**src/rtl/inst_capture.sv**
```systemverilog
// Purpose : debounce the step button and capture the switch word as one instruction per press.
// Latency : btnS rise to inst_vld <= STABLE_N*TICK_DIV+4 clk cycles once bouncing stops (inst_rdy=1).
// Backpres: inst_rdy low parks the captured word in PEND (busy=1) until the executor accepts it.
module inst_capture #(
    parameter int TICK_DIV = 10000,
    parameter int STABLE_N = 4
) (
    input  logic       clk,
    input  logic       rst,
    input  logic [7:0] sw,
    input  logic       btnS,
    input  logic       inst_rdy,
    output logic [7:0] inst_wd,
    output logic       inst_vld,
    output logic [7:0] inst_cnt,
    output logic       busy
);

    localparam logic [15:0] TICK_MAX  = 16'(TICK_DIV - 1);
    localparam logic [3:0]  STAB_LAST = 4'(STABLE_N - 1);

    typedef enum logic [1:0] {
        S_IDLE     = 2'd0,
        S_PEND     = 2'd1,
        S_WAIT_REL = 2'd2
    } state_t;

    logic        r_sync0;
    logic        r_sync1;
    logic [15:0] r_tick_cnt;
    logic [3:0]  r_stab_cnt;
    logic        r_db;
    logic        r_db_prev;
    state_t      r_state;
    logic [7:0]  r_wd;
    logic        r_vld;
    logic [7:0]  r_cnt;
    logic        r_busy;

    logic        w_tick;
    logic        w_db_rise;

    assign w_tick    = (r_tick_cnt == TICK_MAX);
    assign w_db_rise = r_db & ~r_db_prev;

    // Two-flop synchronizer: the raw button is never used anywhere else.
    always_ff @(posedge clk) begin
        if (rst) begin
            r_sync0 <= 1'b0;
            r_sync1 <= 1'b0;
        end else begin
            r_sync0 <= btnS;
            r_sync1 <= r_sync0;
        end
    end

    // Sample tick generator and debounce filter; db flips only after STABLE_N
    // consecutive ticks that all disagree with it, so sub-tick glitches vanish.
    always_ff @(posedge clk) begin
        if (rst) begin
            r_tick_cnt <= '0;
            r_stab_cnt <= '0;
            r_db       <= 1'b0;
            r_db_prev  <= 1'b0;
        end else begin
            r_db_prev  <= r_db;
            r_tick_cnt <= w_tick ? 16'd0 : r_tick_cnt + 16'd1;
            if (w_tick) begin
                if (r_sync1 != r_db) begin
                    if (r_stab_cnt == STAB_LAST) begin
                        r_db       <= ~r_db;
                        r_stab_cnt <= '0;
                    end else begin
                        r_stab_cnt <= r_stab_cnt + 4'd1;
                    end
                end else begin
                    r_stab_cnt <= '0;
                end
            end
        end
    end

    // Capture FSM: latch sw on the debounced rising edge, issue once when the
    // executor is ready, then wait for release so a held button issues once.
    // WAIT_REL tests the db level, so a release that happened while pending
    // lets the FSM drop straight back to IDLE after the strobe.
    always_ff @(posedge clk) begin
        if (rst) begin
            r_state <= S_IDLE;
            r_wd    <= 8'h00;
            r_vld   <= 1'b0;
            r_cnt   <= 8'h00;
            r_busy  <= 1'b0;
        end else begin
            r_vld <= 1'b0;
            if (r_vld) begin
                r_cnt <= r_cnt + 8'd1;
            end
            case (r_state)
                S_IDLE: begin
                    if (w_db_rise) begin
                        r_wd   <= sw;
                        r_busy <= 1'b1;
                        if (inst_rdy) begin
                            r_vld   <= 1'b1;
                            r_state <= S_WAIT_REL;
                        end else begin
                            r_state <= S_PEND;
                        end
                    end
                end
                S_PEND: begin
                    if (inst_rdy) begin
                        r_vld   <= 1'b1;
                        r_state <= S_WAIT_REL;
                    end
                end
                S_WAIT_REL: begin
                    if (!r_db) begin
                        r_state <= S_IDLE;
                        r_busy  <= 1'b0;
                    end
                end
                default: begin
                    r_state <= S_IDLE;
                    r_busy  <= 1'b0;
                end
            endcase
        end
    end

    assign inst_wd  = r_wd;
    assign inst_vld = r_vld;
    assign inst_cnt = r_cnt;
    assign busy     = r_busy;

endmodule
```
**config.mk**
```make
export PLATFORM = sky130hd
export DESIGN_NAME = inst_capture
export DESIGN_NICKNAME = d
export VERILOG_FILES = /design/src/rtl/inst_capture.sv
export SDC_FILE = /design/constraint.sdc
export NUM_CORES = 1
export LEC_CHECK = 0
export CELL_PAD_IN_SITES_DETAIL_PLACEMENT = 1
export CELL_PAD_IN_SITES_GLOBAL_PLACEMENT = 1
export CORE_ASPECT_RATIO = 0.7
export CORE_UTILIZATION = 40
export CTS_CLUSTER_SIZE = 16
export DETAILED_ROUTE_END_ITERATION = 10
export PLACE_DENSITY = 0.85
export SYNTH_ARGS = -nofsm -noshare
export SYNTH_HDL_FRONTEND = slang
export SYNTH_SLANG_ARGS = --single-unit
```
**constraint.sdc**
```tcl
create_clock -name clk -period 3.5 [get_ports clk]
set_clock_uncertainty 0.2 [all_clocks]
set_input_delay 0.7 -clock clk [delete_from_list [all_inputs] [get_ports clk]]
set_output_delay 0.7 -clock clk [all_outputs]
set_load 0.02 [all_outputs]
```
==> qor.txt <==
Critical Path RT -> 3.44 ns
post-DP HPWL -> 2850 um
initial antenna violation count -> 0
Critical-path top delay cell -> nand2b_1
worst hold path class -> register to register
max-cap violation count -> 0
area share of the largest cell type after synthesis -> 49.0%
Arr. time, crit path -> 2.56 ns
Die Ht -> 58.1 um
clk_lat worst skew -> 0.30 ns
outcome -> finished clean
global-route wire length before repair -> 6850 um
Total Routing Usage GR -> 19.9%
commonest cells after routing, fill and taps aside -> 44 x dfxtp_1, 29 x clkdlybuf4s50_1, 28 x nor2_1, 25 x nand2_1, 16 x xnor2_1
fin. max-slew vios -> 0
proportion of layout cells with a drive suffix above 1 -> 5.51%
CTS Hold Buffers Added -> 0
CP max stage delay -> 0.60 ns
vias per cell -> 5.10
Yosys reg bits -> 44
CP Cell Sequence -> or4_1 > or4_4 > nand2b_1 > o21ai_0
post-synth net total -> 220
minimum clock period -> 2.62 ns
CTS buffer count -> 5
CTS sink count -> 44
Nets -> 250
Slew @ Worst Pin -> 0.811 ns
drt pass-1 iters -> 4
Gates resized, CTS repair -> 0
post-synthesis sequential area ratio -> 49.0%
RSZ-0062 raised after global routing -> no
delay-heaviest family, CP -> simple AND/OR/NAND/NOR gates
CTS tree -> yes
worst path bufs/invs -> 0
total grt overflow -> 0
Mapped Cells -> 205
largest cells by area after synthesis -> dfxtp_1 49%, xnor2_1 7.8%, nor2_1 5.8%
pin count of the biggest net entering global routing -> 27
Die X -> 82.1 um
vias -> 1469
fmax -> 382 MHz
Antenna diodes -> 0
Final Hold Fails -> 0
slew margin rel. -> 45.9%
Netlist cell types -> 28
row cnt -> 19
commonest non-fill, non-tap cell in the layout -> dfxtp_1
die area -> 4770 um^2
Worst-path clk slew -> 0.08 ns
setup violators final -> 0
crit path capture type -> register
Remaining DRCs -> 0
clk buf depth -> 2
post-route setup TNS -> 0 ns
post-CTS setup buffers -> 0
Synth area leader -> dfxtp_1
synth warn -> 0
final wirelength -> 4180 um
Pleak -> 0.000746 uW
Antenna Nets Post-Route -> 0
port buffer count -> 29
Setup CP Type -> register to register
Setup crit start kind -> register
Core ar. -> 4110 um^2
global placement routability congestion -> 0.799
routed len/inst -> 14.5 um
final core utilization -> 54.3%
fill count -> 497
Root Driver -> clkbuf_8
Worst IR Drop VDD -> 0.000258 V
Initial Util -> 43.7%
Top Ports -> 30
Syn Area/Cell -> 8.77 um^2
Critical Path Fanout Max -> 19
vias in the first global route -> 1445
Cell Area, Synth -> 1800 um^2
H-tree depth -> 2
P per Cell Area -> 412 nW/um^2
P&R area growth vs syn -> 24.3%
initial DRC count -> 61
Final period util -> 74.8%
synth_stat cells:
master	instances
xor2_1	5
o21ai_0	7
nor2b_1	6
and2_1	1
mux2i_1	1
nand2_1	25
or4_4	1
or3_4	1
or3_1	2
a21oi_1	12
and3_1	1
o22ai_2	3
o41ai_1	1
nand2b_1	3
a2111o_1	1
nor3_1	4
nand4_1	8
dfxtp_1	44
inv_1	10
nand3_1	7
clkbuf_1	5
buf_4	2
xnor2_1	16
nor2_1	28
ha_1	3
nor4_1	5
nand3b_1	1
or4_1	2
flip-flops by register name, indices dropped and copies added (netlist names):
signal and flops:
r_db 1, r_sync1 1, r_db_prev 1, inst_wd 8, busy 1, r_state 2, r_tick_cnt 16, r_stab_cnt 4
inst_cnt 8, r_sync0 1, inst_vld 1
cells by family after synthesis:
logic type	Yosys count	synth area share, %
buffers and inverters	17	3.97
AOI/OAI and AO/OA	24	8.49
muxes	1	0.557
xor gates and xnor gates	21	10.2
and+or+nand+nor	95	25.7
adders and majority gates	3	2.09
DFF	44	49.0
cell type report:
cell class	count	area, um^2	area share, %
clock inverter	2	35.0	1.57
timing repair buffer	30	298	13.3
sequential	44	881	39.4
tap	52	65.1	2.91
multi-input combinational	144	846	37.8
clock buffer	6	72.6	3.25
inverter	10	37.5	1.68
path summary, 6_finish.rpt:
kind	start	end	slack, ns	cells after the start
setup / recovery	r_tick_cnt[7]	r_stab_cnt[2]	0.88	4
hold / removal	r_sync0	r_sync1	0.26	1
hold reg to reg	r_sync0	r_sync1	0.26	1
setup reg to reg	r_tick_cnt[7]	r_stab_cnt[2]	0.88	4
routing by layer:
metal  part of all wire, %  vias to the layer above  wire length (um)  track usage [%]
met2                    45                       17              1890             30.1
met4                   2.0                        0                84             11.0
met1                    50                      699              2090             26.1
met3                   2.6                        7               107             4.88
li1                      -                      746                 -                -
met5                     0                        -                 0                0
through the flow:
stage | hold WS [ns] | cell area, um^2 | power [uW] | cells | setup WS (ns)
floorplan | 0.214 | 1800 | 533 | 205 | 1.35
global placement | 0.228 | 2130 | 549 | 280 | 1.01
detailed placement | 0.229 | 2130 | 550 | 280 | 0.919
CTS | 0.254 | 2230 | 932 | 288 | 0.850
global route | 0.269 | 2230 | 954 | 288 | 0.657
finish | 0.257 | 2230 | 920 | 288 | 0.882
worst register-to-register path, cell delays in order (launching register included):
cell and delay (ns):
dfxtp_1 0.37, or4_1 0.53, or4_4 0.56, nand2b_1 0.60
o21ai_0 0.20
report_power, final:
| group | total (uW) | switching (uW) | internal [uW] |
|---|---|---|---|
| registers | 507 | 3.20 | 504 |
| logic | 30.8 | 15.0 | 15.8 |
| clock network | 382 | 171 | 212 |
| total | 920 | 189 | 732 |
(Power assumes the default switching activity.)
